$ cat config.mk
export PLATFORM = sky130hd
export DESIGN_NAME = nn_scale_engine
export DESIGN_NICKNAME = d
export VERILOG_FILES = /design/src/rtl/nn_scale_pkg.sv /design/src/rtl/nn_out_fifo.sv /design/src/rtl/nn_scale_engine.sv
export SDC_FILE = /design/constraint.sdc
export NUM_CORES = 1
export LEC_CHECK = 0
export ABC_AREA = 1
export ABC_CLOCK_PERIOD_IN_PS = 4700
export CORE_MARGIN = 4
export CORE_UTILIZATION = 40
export CTS_CLUSTER_SIZE = 12
export DETAILED_ROUTE_END_ITERATION = 8
export PLACE_DENSITY_LB_ADDON = 0.08
export SLEW_MARGIN = 0
export SYNTH_ARGS = -nofsm -noshare
export SYNTH_HDL_FRONTEND = slang
export SYNTH_SLANG_ARGS = --single-unit
$ cat constraint.sdc
create_clock -name CLK -period 4.7 [get_ports CLK]
set_clock_uncertainty 0.05 [all_clocks]
set_input_delay 0.94 -clock CLK [delete_from_list [all_inputs] [get_ports CLK]]
set_output_delay 0.94 -clock CLK [all_outputs]
set_load 0.02 [all_outputs]
$ cat src/rtl/nn_scale_pkg.sv
// Purpose: shared types and width helpers for the nearest-neighbour scale engine.
// Latency: n/a (declarations only).
// Backpressure: n/a.
package nn_scale_pkg;

  // Engine sequencing: launch, stream reads, wait for the tail, one-cycle done.
  typedef enum logic [1:0] {
    IDLE  = 2'd0,
    RUN   = 2'd1,
    DRAIN = 2'd2,
    FIN   = 2'd3
  } state_t;

  // MODE input encodings.
  localparam logic MODE_ZOOM_IN  = 1'b0;  // replicate source pixels
  localparam logic MODE_ZOOM_OUT = 1'b1;  // decimate source pixels

  // Source address width for a w x h frame (never narrower than 1 bit).
  function automatic int ra_width(input int w, input int h);
    return (w * h > 1) ? $clog2(w * h) : 1;
  endfunction

  // Destination address width: sized for the largest (zoom-in) output frame.
  function automatic int wa_width(input int w, input int h, input int s);
    return ra_width(w << s, h << s);
  endfunction

endpackage

$ cat src/rtl/nn_out_fifo.sv
// Purpose: small synchronous FIFO with occupancy count, used as the write-side buffer.
// Latency: a pushed word is visible at the head on the cycle after the push.
// Backpressure: head is held until rd_rdy; a push while full is accepted only with a same-cycle pop.
//
// Ports:
//   core_clk, arst_n    clock, asynchronous active-low reset
//   wr_vld, wr_dat      push strobe and data
//   rd_rdy              consumer accepts the head word this cycle
//   rd_vld, rd_dat      head word present / head data
//   count               current occupancy (0..DEPTH)
module nn_out_fifo #(
  parameter int DEPTH = 4,
  parameter int WIDTH = 8,
  localparam int CNT_W = $clog2(DEPTH + 1),
  localparam int PTR_W = (DEPTH > 1) ? $clog2(DEPTH) : 1
) (
  input  logic             core_clk,
  input  logic             arst_n,
  input  logic             wr_vld,
  input  logic [WIDTH-1:0] wr_dat,
  input  logic             rd_rdy,
  output logic             rd_vld,
  output logic [WIDTH-1:0] rd_dat,
  output logic [CNT_W-1:0] count
);

  logic [WIDTH-1:0] mem [DEPTH];
  logic [PTR_W-1:0] wr_ptr;
  logic [PTR_W-1:0] rd_ptr;
  logic             full;
  logic             do_push;
  logic             do_pop;

  // Depth need not be a power of two, so pointers wrap explicitly.
  function automatic logic [PTR_W-1:0] ptr_inc(input logic [PTR_W-1:0] p);
    return (p == PTR_W'(DEPTH - 1)) ? '0 : p + PTR_W'(1);
  endfunction

  assign rd_vld  = (count != '0);
  assign full    = (count == CNT_W'(DEPTH));
  assign do_pop  = rd_vld && rd_rdy;
  assign do_push = wr_vld && (!full || do_pop);
  assign rd_dat  = mem[rd_ptr];

  always_ff @(posedge core_clk or negedge arst_n) begin
    if (!arst_n) begin
      wr_ptr <= '0;
      rd_ptr <= '0;
      count  <= '0;
    end else begin
      if (do_push) wr_ptr <= ptr_inc(wr_ptr);
      if (do_pop)  rd_ptr <= ptr_inc(rd_ptr);
      // Simultaneous push and pop leave the occupancy unchanged.
      case ({do_push, do_pop})
        2'b10:   count <= count + CNT_W'(1);
        2'b01:   count <= count - CNT_W'(1);
        default: count <= count;
      endcase
    end
  end

  // Storage carries no reset; only words below count are ever observed.
  always_ff @(posedge core_clk) begin
    if (do_push) mem[wr_ptr] <= wr_dat;
  end

endmodule

$ cat src/rtl/nn_scale_engine.sv
// Purpose: walks every output pixel of a 2^SHIFT zoom-in/zoom-out frame, reads the source, writes the destination.
// Latency: first R_EN one cycle after START, first W_EN RD_LATENCY+2 cycles after START.
// Backpressure: W_READY low holds the FIFO head; reads stop once FIFO occupancy plus in-flight reads reach RD_LATENCY+2.
//
// Ports:
//   CLK, RESET_N              clock, asynchronous active-low reset
//   START, MODE               launch pulse (IDLE only); 0 zoom-in, 1 zoom-out, latched on START
//   BUSY, DONE                frame in progress; one-cycle completion pulse
//   R_EN, R_ADDR, PIXEL_IN    source read strobe/address; data returns RD_LATENCY cycles later
//   W_EN, W_READY             destination write strobe and acceptance
//   W_ADDR, PIXEL_OUT         destination address and data (held while W_READY is low)
module nn_scale_engine
  import nn_scale_pkg::*;
#(
  parameter int IMG_W_IN   = 160,
  parameter int IMG_H_IN   = 120,
  parameter int SHIFT      = 1,
  parameter int RD_LATENCY = 2,
  parameter int PIX_W      = 8,
  localparam int RA_W = ra_width(IMG_W_IN, IMG_H_IN),
  localparam int WA_W = wa_width(IMG_W_IN, IMG_H_IN, SHIFT)
) (
  input  logic             CLK,
  input  logic             RESET_N,
  input  logic             START,
  input  logic             MODE,
  output logic             BUSY,
  output logic             DONE,
  output logic             R_EN,
  output logic [RA_W-1:0]  R_ADDR,
  input  logic [PIX_W-1:0] PIXEL_IN,
  output logic             W_EN,
  input  logic             W_READY,
  output logic [WA_W-1:0]  W_ADDR,
  output logic [PIX_W-1:0] PIXEL_OUT
);

  localparam int W_OUT_UP = IMG_W_IN << SHIFT;
  localparam int H_OUT_UP = IMG_H_IN << SHIFT;
  localparam int W_OUT_DN = IMG_W_IN >> SHIFT;
  localparam int H_OUT_DN = IMG_H_IN >> SHIFT;
  localparam int ROW_DN   = IMG_W_IN << SHIFT;   // source rows skipped per output row when decimating
  localparam int XW       = $clog2(W_OUT_UP);
  localparam int YW       = $clog2(H_OUT_UP);
  localparam int DEPTH    = RD_LATENCY + 2;
  localparam int FCW      = $clog2(DEPTH + 1);
  localparam int CW       = FCW + 1;
  localparam int FW       = WA_W + PIX_W;

  state_t            state_q, state_d;
  logic              mode_q;
  logic [XW-1:0]     x_q;
  logic [YW-1:0]     y_q;
  logic [RA_W-1:0]   row_base_q;
  logic [WA_W-1:0]   wa_q;
  logic              x_last, y_last;
  logic [XW+SHIFT-1:0] x_ext;
  logic [RA_W-1:0]   col;
  logic              rd_fire;
  logic              busy, done;

  // Read-return tracking: valid bit and destination address per read in flight.
  logic [RD_LATENCY-1:0] pipe_vld;
  logic [WA_W-1:0]       pipe_wa [RD_LATENCY];

  logic              fifo_vld;
  logic              fifo_pop;
  logic [FW-1:0]     fifo_dout;
  logic [FCW-1:0]    fifo_count;
  logic [CW-1:0]     inflight;
  logic [CW-1:0]     pending;
  logic              credit_ok;
  logic              drain_done;

  // ---------------------------------------------------------------- address generation
  assign x_last = (mode_q == MODE_ZOOM_OUT) ? (x_q == XW'(W_OUT_DN - 1)) : (x_q == XW'(W_OUT_UP - 1));
  assign y_last = (mode_q == MODE_ZOOM_OUT) ? (y_q == YW'(H_OUT_DN - 1)) : (y_q == YW'(H_OUT_UP - 1));

  // Column offset is pure wiring; zero-extend first so the left shift cannot drop bits.
  assign x_ext  = {{SHIFT{1'b0}}, x_q};
  assign col    = (mode_q == MODE_ZOOM_OUT) ? RA_W'(x_ext << SHIFT) : RA_W'(x_ext >> SHIFT);
  assign R_ADDR = row_base_q + col;
  assign R_EN   = rd_fire;

  always_ff @(posedge CLK or negedge RESET_N) begin
    if (!RESET_N) begin
      mode_q     <= MODE_ZOOM_IN;
      x_q        <= '0;
      y_q        <= '0;
      row_base_q <= '0;
      wa_q       <= '0;
    end else if (state_q == IDLE) begin
      if (START) begin
        mode_q     <= MODE;
        x_q        <= '0;
        y_q        <= '0;
        row_base_q <= '0;
        wa_q       <= '0;
      end
    end else if (rd_fire) begin
      wa_q <= wa_q + WA_W'(1);
      if (!x_last) begin
        x_q <= x_q + XW'(1);
      end else begin
        x_q <= '0;
        if (y_last) begin
          // Frame complete: park everything at zero for the next launch.
          y_q        <= '0;
          row_base_q <= '0;
          wa_q       <= '0;
        end else begin
          y_q <= y_q + YW'(1);
          // Zoom-in moves to the next source row only every 2^SHIFT output rows.
          if (mode_q == MODE_ZOOM_OUT)
            row_base_q <= row_base_q + RA_W'(ROW_DN);
          else if (&y_q[SHIFT-1:0])
            row_base_q <= row_base_q + RA_W'(IMG_W_IN);
        end
      end
    end
  end

  // ---------------------------------------------------------------- latency pipe
  always_ff @(posedge CLK or negedge RESET_N) begin
    if (!RESET_N) begin
      pipe_vld <= '0;
      for (int i = 0; i < RD_LATENCY; i++) pipe_wa[i] <= '0;
    end else begin
      pipe_vld[0] <= rd_fire;
      pipe_wa[0]  <= wa_q;
      for (int i = 1; i < RD_LATENCY; i++) begin
        pipe_vld[i] <= pipe_vld[i-1];
        pipe_wa[i]  <= pipe_wa[i-1];
      end
    end
  end

  // ---------------------------------------------------------------- output FIFO and credits
  nn_out_fifo #(
    .DEPTH (DEPTH),
    .WIDTH (FW)
  ) u_out_fifo (
    .core_clk (CLK),
    .arst_n   (RESET_N),
    .wr_vld   (pipe_vld[RD_LATENCY-1]),
    .wr_dat   ({pipe_wa[RD_LATENCY-1], PIXEL_IN}),
    .rd_rdy   (W_READY),
    .rd_vld   (fifo_vld),
    .rd_dat   (fifo_dout),
    .count    (fifo_count)
  );

  assign fifo_pop  = fifo_vld && W_READY;
  assign W_EN      = fifo_vld;
  // Gated so the outputs read zero whenever nothing is offered (including reset).
  assign W_ADDR    = fifo_vld ? fifo_dout[PIX_W +: WA_W] : '0;
  assign PIXEL_OUT = fifo_vld ? fifo_dout[PIX_W-1:0]     : '0;

  // Every in-flight read owns a FIFO slot, so the FIFO can never overflow.
  assign inflight  = CW'($countones(pipe_vld));
  assign pending   = CW'(fifo_count) + inflight;
  assign credit_ok = (pending < CW'(DEPTH));

  // Leave DRAIN on the cycle the final word is popped so DONE follows the last write directly.
  assign drain_done = (pipe_vld == '0) &&
                      ((fifo_count == '0) || ((fifo_count == FCW'(1)) && fifo_pop));

  // ---------------------------------------------------------------- control FSM
  always_ff @(posedge CLK or negedge RESET_N) begin
    if (!RESET_N) state_q <= IDLE;
    else          state_q <= state_d;
  end

  always_comb begin
    state_d = state_q;
    busy    = 1'b1;
    done    = 1'b0;
    rd_fire = 1'b0;
    case (state_q)
      IDLE: begin
        busy = 1'b0;
        if (START) state_d = RUN;
      end
      RUN: begin
        rd_fire = credit_ok;
        if (credit_ok && x_last && y_last) state_d = DRAIN;
      end
      DRAIN: begin
        if (drain_done) state_d = FIN;
      end
      FIN: begin
        done    = 1'b1;
        state_d = IDLE;
      end
      default: state_d = IDLE;
    endcase
  end

  assign BUSY = busy;
  assign DONE = done;

endmodule
Word-level counts from Yosys, hierarchy flattened
Memory sizes are Yosys's and may differ from the RTL's.
Index checks and enable logic that the tools add are counted.

storage, ports and cells
  output and inout port bits = 44
  input port bits = 13
  memories = 1
  register bits after elaboration = 95
  RAM bits = 100

memories
  memory          words  bits a word  rd ports  clocked after Yosys merged registers in  wr ports  RTL line           RTL
  u_out_fifo.mem  4      25           1         0                                        1         nn_out_fifo.sv:27  logic [WIDTH-1:0] mem [DEPTH];

cells by class
  add/subtract/negate cells = 12
  reductions and logical operators = 22
  magnitude comparators = 1
  equality and inequality tests = 16
  mux-type cells = 38

operators with widths
  kind                                           number
  two-way mux 15 bit                             7
  two-way mux 17 bit                             6
  two-way mux 8 bit                              6
  two-way mux 9 bit                              4
  adder 17 x 1 -> 17 bit, second input constant  1
  adder 15 x 10 -> 15 bit                        1
  adder 15 x 8 -> 15 bit, second input constant  1
  adder 15 x 9 -> 15 bit, second input constant  1
  == test 2 bit, second input constant           5
  two-way mux 10 bit                             1
  two-way mux 2 bit                              5
  adder 9 x 1 -> 9 bit, second input constant    1
  == test 9 x 7 -> 1 bit, second input constant  1
  == test 9 bit, second input constant           1
  adder 8 x 1 -> 8 bit, second input constant    1
  == test 8 x 6 -> 1 bit, second input constant  1
  == test 8 bit, second input constant           1
  one-hot mux 2 bit (4 select lines)             1
  two-way mux 1 bit                              7
  logical AND 1 bit                              6
  inequality test 2 bit, second input constant   3
  one-hot mux 3 bit (2 select lines)             1
  AND reduction 3 bit                            2
  nonzero test 2 bit                             3
  17 further kinds                               22

Depth between registers and ports, before layout
Gate-level depths: netlist of run 1.

  word-level depth = 7
  gate-level depth with buffers = 14
  mapped depth without buffers = 13

Cells and area by module
From an unflattened synthesis of run 1, not the netlist that was laid out.

unflattened totals
  cells, all modules = 880
  area, all modules = 8719.6 µm²

by module, submodules not included
  module           area each (µm²)  instances  cells an instance
  nn_scale_engine  4548.1           1          580
  nn_out_fifo      4171.5           1          300

Worst setup path before layout of run 1
No wires, ideal clock.

  path type = flip-flop to output port
  start = register mode_q
  end = output port R_ADDR[12]
  path slack = 1.326 ns
  cell stages (with the launch flop) = 14
  data required time = 3.710 ns
  arrival = 2.384 ns
  buffers on the path = 4
  path through = dfrtp_1 -> buf_6 -> buf_8 -> buf_6 -> clkbuf_1 -> nor2_1 -> nor2_1 -> ha_1 -> a21oi_1 -> o21ai_0 -> a21oi_1 -> nand2_1 -> nand2_1 -> xor2_1

between the ends
  cells in the longest elaborated chain, start to end = 2

ends and longest elaborated chain
  element                  RTL line               RTL
  start, declared          nn_scale_engine.sv:51  logic mode_q;
  start signal, assigned   nn_scale_engine.sv:87  mode_q <= MODE_ZOOM_IN;
  start signal, assigned   nn_scale_engine.sv:94  mode_q <= MODE;
  two-way mux 10 bit       nn_scale_engine.sv:81  assign col = (mode_q == MODE_ZOOM_OUT) ? RA_W'(x_ext << SHIFT) : RA_W'(x_ext >> SHIFT);
  adder 15 x 10 -> 15 bit  nn_scale_engine.sv:82  assign R_ADDR = row_base_q + col;
  end, declared            nn_scale_engine.sv:30  output logic [RA_W-1:0] R_ADDR,

No other way between the ends.

Worst setup path in the final report of run 1
  start = register mode_q
  end = output port R_ADDR[14]

The elaborated chain is that of the path after synthesis.

==> results.yml, run 1 <==
critical_path:
  worst-path-max-fanout: 18
  setup.worst_path.end_class: "primary output"
  crit_required_ps: 3710
  cp.arrival_ps: 3250
  cp-start-kind: "flop"
  critical_path_class: "flop to primary output"
timing:
  grt_setup_unrepaired: "no"
  tns_ps: 0
  max_freq_mhz: 236
  final-setup-viol-count: 0
  slew_viol_final: 0
  worst_pin_slew_ps: 877
  fin_crit_ps: 4240
  period_share: 0.902
  hold_violations: 0
  holdWs_ps: 299
  slew_headroom: 0.415
logic_synthesis:
  synth-xor-area-share: 0.0243
  synthTopCellsByArea: "edfxtp_1 33%, dfrtp_1 25%, nor2_1 7.4%, nand2_1 6.5%, ha_1 4.0%"
  synth_top_cell_area_share: 0.333
  synth_area_um2: 9020
  synth_top_family_by_area: "simple AND/OR/NAND/NOR gates"
  avgSynthCellArea_um2: 9.55
  synth_fp_nets: 986
  synthMuxAreaShare: 0
  synth_area_leader_cell: "edfxtp_1"
  ys_warn_count: 0
  seq_area_frac_synth: 0.583
  synthDistinctLibCells: 43
  synth-simple-area-share: 0.201
  synthAdderAreaFrac: 0.0402
  ys_ff_latch: 190
  syn_inst: 944
  synth-compound-area-share: 0.0924
route:
  wl_per_cell_um: 15.2
  vias: 6320
  drcViolationCount: 0
  ant_nets: 0
  drt_first_iter_violations: 317
  viasPerCell: 4.89
  wirelength_um: 19600
  drtPass1Iterations: 5
die:
  floorplan.rows: 54
  io_pins: 57
  die-area_um2: 25000
  core_um2: 22000
  fp.dieW_um: 158
  die_y_um: 158
  start_util: 0.409
place:
  gp_congestion: 0.865
  io_buffers: 56
  place_hpwl_um: 12700
clock_network:
  insertion_delay_ps: 440
  clockBufferDepth: 2
  cts_buffers: 17
  ctsHoldBuffers: 0
  htree_levels: 4
  cts.sinks: 190
  cts_tree: "done"
  clock-root-buffer: "clkbuf_16"
  path_clk_slew_ps: 70
  post_cts_buffers: 0
  cts-resized-gates: 0
grt:
  first_global_vias: 6092
  gr-usage-all-layers: 0.162
  grt_first_pass_wirelength_um: 32000
  grt_max_degree: 66
  overflow: 0
  antenna_found_initial: 0
pwr:
  total_power_w: 0.00659
  p_leak_nw: 4.42
  vdd.ir_drop.worst_mv: 0.274
  cellPowerDensity_nw_per_um2: 627
run:
  drv_cap: 0
worst_hold_path:
  hold_path.class: "flop to flop"
finish:
  antenna_cells: 0
  area_growth_pct: 16.5
  nets: 1041
  final_layout_size_suffix_gt1_frac: 0.0978
run_status:
  status: "complete, no violations"
==> worst paths after layout <==
kind,from,to,slack (ps),cells past startpoint
worst max register to register,state_q[0],y_q[6],1890,11
worst min register to register,pipe_wa[26],pipe_wa[9],300,0
worst max-delay path,mode_q,R_ADDR[14],460,12
max in group asynchronous,RESET_N,y_q[5],3110,2
worst min-delay path,pipe_wa[26],pipe_wa[9],300,0
min in group asynchronous,RESET_N,row_base_q[13],570,1
==> area by class of cell <==
type	count	area [µm²]
inverter	90	343
tap	280	350
timing repair buffer	69	681
sequential	190	5260
clock buffer	17	425
clock inverter	15	209
multi-input combinational	631	3240
fill	2054	11500
==> logic make-up (layout without fill, tap and decap cells) <==
| kind of cell | after synthesis | count (layout) |
|---|---|---|
| xor gates and xnor gates | 25 | 25 |
| DFF | 190 | 190 |
| AOI/OAI and AO/OA | 154 | 154 |
| adders and majority gates | 29 | 29 |
| other | 1 | 1 |
| and+or+nand+nor | 422 | 422 |
| buffers and inverters | 123 | 191 |
==> where the power goes <==
group | switching, W | internal (W) | leakage (nW) | total (W)
Sequential | 0.000211 | 0.00203 | 2.12 | 0.00224
Clock | 0.000697 | 0.000825 | 0.311 | 0.00152
Combinational | 0.00176 | 0.00107 | 1.99 | 0.00283
Total | 0.00267 | 0.00392 | 4.42 | 0.00659
==> metal layers <==
layer | global-route usage | routed length (µm) | vias to the layer above
met4 | 0.0390 | 149 | 0
met2 | 0.271 | 9380 | 103
met3 | 0.0298 | 594 | 8
li1 | - | - | 3236
met5 | 0 | 0 | -
met1 | 0.221 | 9460 | 2973
==> cells in the mapped netlist, drive strengths merged <==
cell type and n:
clkinv 2, inv 88, o22ai 1, nor4 1, nor2 188, xnor2 7, o21a 2, nand4 15
a21oi 56, or2 5, nor3 14, nand2 164, a31oi 3, conb 1, clkbuf 20, buf 13
o31ai 2, xor2 18, dfrtp 90, a211oi 1, ha 29, o211ai 4, edfxtp 100, o21ai 85
nand3 35
==> sequential cells by signal (all words and copies together) (netlist names) <==
name and cells:
mode_q 1, pipe_vld 2, pipe_wa 34, row_base_q 10, state_q 2, u_out_fifo.count 3, u_out_fifo.mem 100, u_out_fifo.rd_ptr 2
u_out_fifo.wr_ptr 2, wa_q 17, x_q 9, y_q 8
==> metrics by stage <==
| step | cells | utilization | setup slack (ps) | instance area [µm²] |
|---|---|---|---|---|
| after floorplan | 944 | - | 1330 | 9020 |
| after global placement | 1260 | 0.448 | 920 | 9870 |
| after detailed placement | 1260 | 0.448 | 876 | 9870 |
| after CTS | 1292 | 0.477 | 408 | 10500 |
| after global routing | 1292 | 0.477 | 172 | 10500 |
| final | 1292 | 0.477 | 460 | 10500 |
==> placed cells by master, fill, tap and decap left out, types with 3 or more instances in the layout <==
| master | instances |
|---|---|
| nand2_2 | 7 |
| nor3_1 | 12 |
| nand2_1 | 155 |
| o21ai_2 | 6 |
| dfrtp_1 | 90 |
| nor2_2 | 12 |
| xor2_1 | 18 |
| inv_2 | 9 |
| nand4_1 | 15 |
| edfxtp_1 | 100 |
| inv_1 | 77 |
| inv_6 | 3 |
| inv_8 | 5 |
| ha_1 | 29 |
| xnor2_1 | 7 |
| nor2_1 | 173 |
| buf_4 | 12 |
| nand3_1 | 32 |
| o211ai_1 | 3 |
| clkbuf_16 | 17 |
| a21oi_1 | 54 |
| or2_2 | 4 |
| a31oi_1 | 3 |
| clkdlybuf4s50_1 | 55 |
| o21ai_0 | 67 |
| o21ai_1 | 12 |
==> worst max-delay path: stages, from the launching register on <==
cell,delay [ps]
dfrtp_1,350
buf_4,230
nand2_1,130
inv_1,90
nor2_1,50
ha_1,320
a21oi_1,150
o21ai_0,80
a21oi_1,340
nand2_1,190
nand2_1,110
xor2_1,150
clkdlybuf4s50_1,620
Note: power is estimated with default switching activity, not from simulation.
==> inputs of run 2 (changes only) <==
Settings changed: PLACE_DENSITY set to 0.61, PLACE_DENSITY_LB_ADDON 0.08 to unset, RECOVER_POWER set to 100.
==> results.yml, run 2 (synthesis gave the netlist of run 1 again) <==
clock_network:
  post_cts_buffers: 0
  cts_buffers: 17
  insertion_delay_ps: 430
  ctsHoldBuffers: 0
  cts_tree: "done"
  cts.sinks: 190
  htree_levels: 4
  cts-resized-gates: 0
  path_clk_slew_ps: 80
  clockBufferDepth: 2
  clock-root-buffer: "clkbuf_16"
finish:
  layout_common_cells: "177 x nor2_1, 159 x nand2_1, 100 x edfxtp_1"
  final_common_cell: "nor2_1"
  nets: 1039
  final_core_util: 0.470
  fin_cells: 1290
  antenna_cells: 0
  reg_top3: "u_out_fifo.mem x100, pipe_wa x34, wa_q x17"
  area_growth_pct: 14.8
  final_layout_size_suffix_gt1_frac: 0.0713
  finish.instance_area_um2: 10300
  largest_reg_flops: 100
  top_register: "u_out_fifo.mem"
timing:
  slew_viol_final: 200
  max_freq_mhz: 229
  grt_setup_unrepaired: "no"
  worst_pin_slew_ps: 1730
  final-setup-viol-count: 0
  fin_crit_ps: 4360
  period_share: 0.929
  tns_ps: 0
  hold_violations: 0
  slew_headroom: -0.152
grt:
  first_global_vias: 6274
  grt_max_degree: 68
  gr-usage-all-layers: 0.158
  antenna_found_initial: 0
  overflow: 0
  grt_first_pass_wirelength_um: 31300
die:
  die_y_um: 158
  start_util: 0.409
  core_um2: 22000
  floorplan.rows: 54
  io_pins: 57
  fp.dieW_um: 158
  die-area_um2: 25000
pwr:
  total_power_w: 0.00634
  vdd.ir_drop.worst_mv: 0.293
  p_leak_nw: 4.40
  cellPowerDensity_nw_per_um2: 613
critical_path:
  worst-path-max-fanout: 19
  critPathLaunch: "mode_q"
  critPathBufInv: 2
  cpPeakStageDelay_ps: 730
  crit_path_cell_trace: "nand2_1, inv_1, nor2_1, ha_1, a21oi_1, o21ai_0, a21oi_1, nand2_1, nand2_1, xor2_1, dlygate4sd3_1"
  crit_required_ps: 3710
  critical_path_class: "flop to primary output"
  cp-start-kind: "flop"
  r2r_start: "mode_q"
  crit_path_top_delay_cell: "dfrtp_1"
  crit_top_cell: "nand2_1"
  setup.worst_path.end_class: "primary output"
  cp.arrival_ps: 3370
  path_delay_family: "buffers and inverters"
place:
  place_hpwl_um: 12300
  gp_congestion: 0.835
  placed_area_um2: 9830
  dpl.cell_count: 1258
  io_buffers: 56
route:
  drtPass1Iterations: 5
  drcViolationCount: 0
  wl_per_cell_um: 14.8
  drt_first_iter_violations: 321
  viasPerCell: 4.98
  wirelength_um: 19000
  vias: 6421
  ant_nets: 0
run_status:
  violations: "capacitance limit, slew limit"
  status: "finished, violations left"
worst_hold_path:
  hold_path.class: "flop to flop"
  min_from: "pipe_wa[18]"
run:
  drv_cap: 6
run 2: changes by cell type in the layout (fill, tap and decap cells not counted), moves of 5 or more:
cell | before | now
clkdlybuf4s50_1 | 55 | 8
dlygate4sd3_1 | 0 | 47
buf_4 | 12 | 4
clkbuf_1 | 0 | 7
clkinv_8 | 2 | 7
o21ai_0 | 67 | 72
run 2: area by class of cell:
cell class / count / area, µm²
inverters: 90 / 339
multi-input cells: 631 / 3160
flip-flops and latches: 190 / 5260
well taps: 280 / 350
repair buffers: 67 / 612
fillers: 2075 / 11700
clock buffers: 17 / 425
clock inverters: 15 / 206
run 2: worst paths after layout:
path / endpoint / slack, ps / cells after the start
worst min register to register: pipe_wa[1] / 300 / 0
worst min-delay path: pipe_wa[1] / 300 / 0
min in group asynchronous: row_base_q[13] / 870 / 1
worst max-delay path: R_ADDR[12] / 340 / 11
worst max register to register: wa_q[13] / 490 / 10
max in group asynchronous: pipe_wa[26] / 1770 / 2
run 2: routing by layer:
metal | GRT usage | part of all wire
met4 | 0.0552 | 0.015
met3 | 0.0293 | 0.038
met1 | 0.202 | 0.45
met2 | 0.272 | 0.49
met5 | 0 | 0
run 2: worst reg2reg max path, stage by stage (launching register included):
cell and delay, ps:
dfrtp_1 730, clkbuf_1 750, clkinvlp_2 790, nand2_1 240, nand3_1 170, nand2_1 310
nand2_1 290, nor2_1 460, inv_1 160, nand2_1 100, nor2_1 40
run 2: metrics by stage:
step / hold slack [ps] / worst slack, ps
finish: 296 / 335
detailed placement: 285 / 851
floorplan: 281 / 1330
global placement: 283 / 887
global route: 304 / 67.3
CTS: 296 / 360
run 2: power by group:
part | internal (W) | switching, W
Combinational | 0.000940 | 0.00168
Sequential | 0.00203 | 0.000223
Clock | 0.000737 | 0.000726
==> inputs of run 3 (changes only) <==
Settings changed: CTS_CLUSTER_DIAMETER set to 60, DONT_BUFFER_PORTS set to 1, PLACE_DENSITY 0.61 to 0.57.
==> results.yml, run 3 (synthesis gave the netlist of run 1 again) <==
clock_network:
  post_cts_buffers: 0
  htree_levels: 4
  cts-resized-gates: 0
  insertion_delay_ps: 440
  clock-root-buffer: "clkbuf_16"
  path_clk_slew_ps: 80
  clockBufferDepth: 2
  cts_tree: "done"
  cts_buffers: 17
  cts.sinks: 190
  ctsHoldBuffers: 0
grt:
  use_met3: 0.0355
  antenna_found_initial: 0
  grt-busiest-layer: "met2"
  first_global_vias: 6044
  grt_max_degree: 91
  gr-usage-all-layers: 0.156
  grt_use_met1: 0.208
  grt_first_pass_wirelength_um: 31000
  grtUsageMet2: 0.257
  overflow: 0
place:
  place_hpwl_um: 12000
  gp_congestion: 0.815
  io_buffers: 0
pwr:
  vdd.ir_drop.worst_mv: 0.224
  cellPowerDensity_nw_per_um2: 613
  p_leak_nw: 4.14
route:
  viasPerCell: 5.01
  vias: 6166
  wirelength_um: 18700
  drcViolationCount: 0
  ant_nets: 0
  wl_per_cell_um: 15.2
  drt_first_iter_violations: 364
  drtPass1Iterations: 7
worst_hold_path:
  hold_path.class: "input pin to async pin"
run_status:
  status: "finished, violations left"
  violations: "capacitance limit, slew limit"
critical_path:
  worst-path-max-fanout: 19
  crit_path_top_delay_cell: "dfrtp_1"
  reg2reg_slack_ps: 740
  crit_path_cell_trace: "nand2_1, inv_1, nor2_1, ha_1, a21oi_1, o21ai_0, a21oi_1, nand2_1, nand2_1, xor2_1"
  cp-start-kind: "flop"
  critical_path_class: "flop to primary output"
  setup.worst_path.end_class: "primary output"
  crit_top_cell: "nand2_1"
  cpPeakStageDelay_ps: 690
  cp.arrival_ps: 3020
  crit_required_ps: 3710
die:
  io_pins: 57
  start_util: 0.409
  floorplan.rows: 54
  die-area_um2: 25000
  core_um2: 22000
  fp.dieW_um: 158
  die_y_um: 158
timing:
  max_freq_mhz: 249
  worst_pin_slew_ps: 2580
  slew_headroom: -0.726
  fin_crit_ps: 4010
  final-setup-viol-count: 0
  slew_viol_final: 132
  hold_violations: 0
  grt_setup_unrepaired: "no"
  period_share: 0.854
  tns_ps: 0
finish:
  layout_common_cells: "178 x nor2_1, 159 x nand2_1, 100 x edfxtp_1"
  final_layout_size_suffix_gt1_frac: 0.0737
  final_core_util: 0.445
  reg_top3: "u_out_fifo.mem x100, pipe_wa x34, wa_q x17"
  fillers: 2119
  nets: 979
  final_common_cell: "nor2_1"
  area_growth_pct: 8.78
  antenna_cells: 0
  top_register: "u_out_fifo.mem"
  largest_reg_flops: 100
run:
  drv_cap: 5
## run 3: changes by cell type in the layout (fill, tap and decap cells not counted), moves of 3 or more
cell and delta:
dlygate4sd3_1 -47, clkdlybuf4s50_1 -8, clkbuf_1 -4, inv_12 +4, inv_8 -3, nor2_2 -3
## run 3: metrics by stage
stage                     total power, W  cells  worst slack, ps  hold WS, ps  cell area (µm²)
final                            0.00601   1230              687          137             9810
after global routing             0.00646   1230              215          113             9810
after CTS                        0.00616   1230              599          122             9910
after detailed placement         0.00462   1198             1090          286             9260
after global placement           0.00459   1198             1120          282             9260
after floorplan                  0.00414    944             1330          281             9020
## run 3: worst max-delay path, delay by kind of cell, from the launching register on
kind | cells | cell delay, ps
AO/OA/AOI/OAI | 3 | 570
buffers and inverters | 1 | 110
adder cells (fa/ha/maj) | 1 | 320
XOR/XNOR | 1 | 380
AND/OR/NAND/NOR | 4 | 520
flip-flops | 1 | 690
## run 3: final timing paths
kind	from	end	cells after the start
max	mode_q	R_ADDR[14]	10
min	RESET_N	row_base_q[13]	0
max reg2reg	u_out_fifo.count[0]	y_q[2]	12
min reg2reg	pipe_wa[17]	pipe_wa[0]	0
max in group asynchronous	RESET_N	pipe_wa[7]	0
min in group CLK	pipe_wa[17]	pipe_wa[0]	0
## run 3: metal layers
layer,vias up,share of wire
li1,3106,-
met1,2935,0.48
met2,105,0.47
met3,20,0.038
met4,0,0.012
met5,-,0
## run 3: area by class of cell
type | count | area (µm²) | area share
clock inverters | 15 | 225 | 0.0230
multi-input cells | 631 | 3170 | 0.324
inverters | 90 | 339 | 0.0346
well taps | 280 | 350 | 0.0357
flip-flops and latches | 190 | 5260 | 0.536
repair buffers | 7 | 41.3 | 0.00421
clock buffers | 17 | 425 | 0.0434
## run 3: power breakdown
group | total (W) | switching (W) | internal (W)
logic | 0.00219 | 0.00159 | 0.000603
clock network | 0.00153 | 0.000771 | 0.000756
registers | 0.00229 | 0.000259 | 0.00203
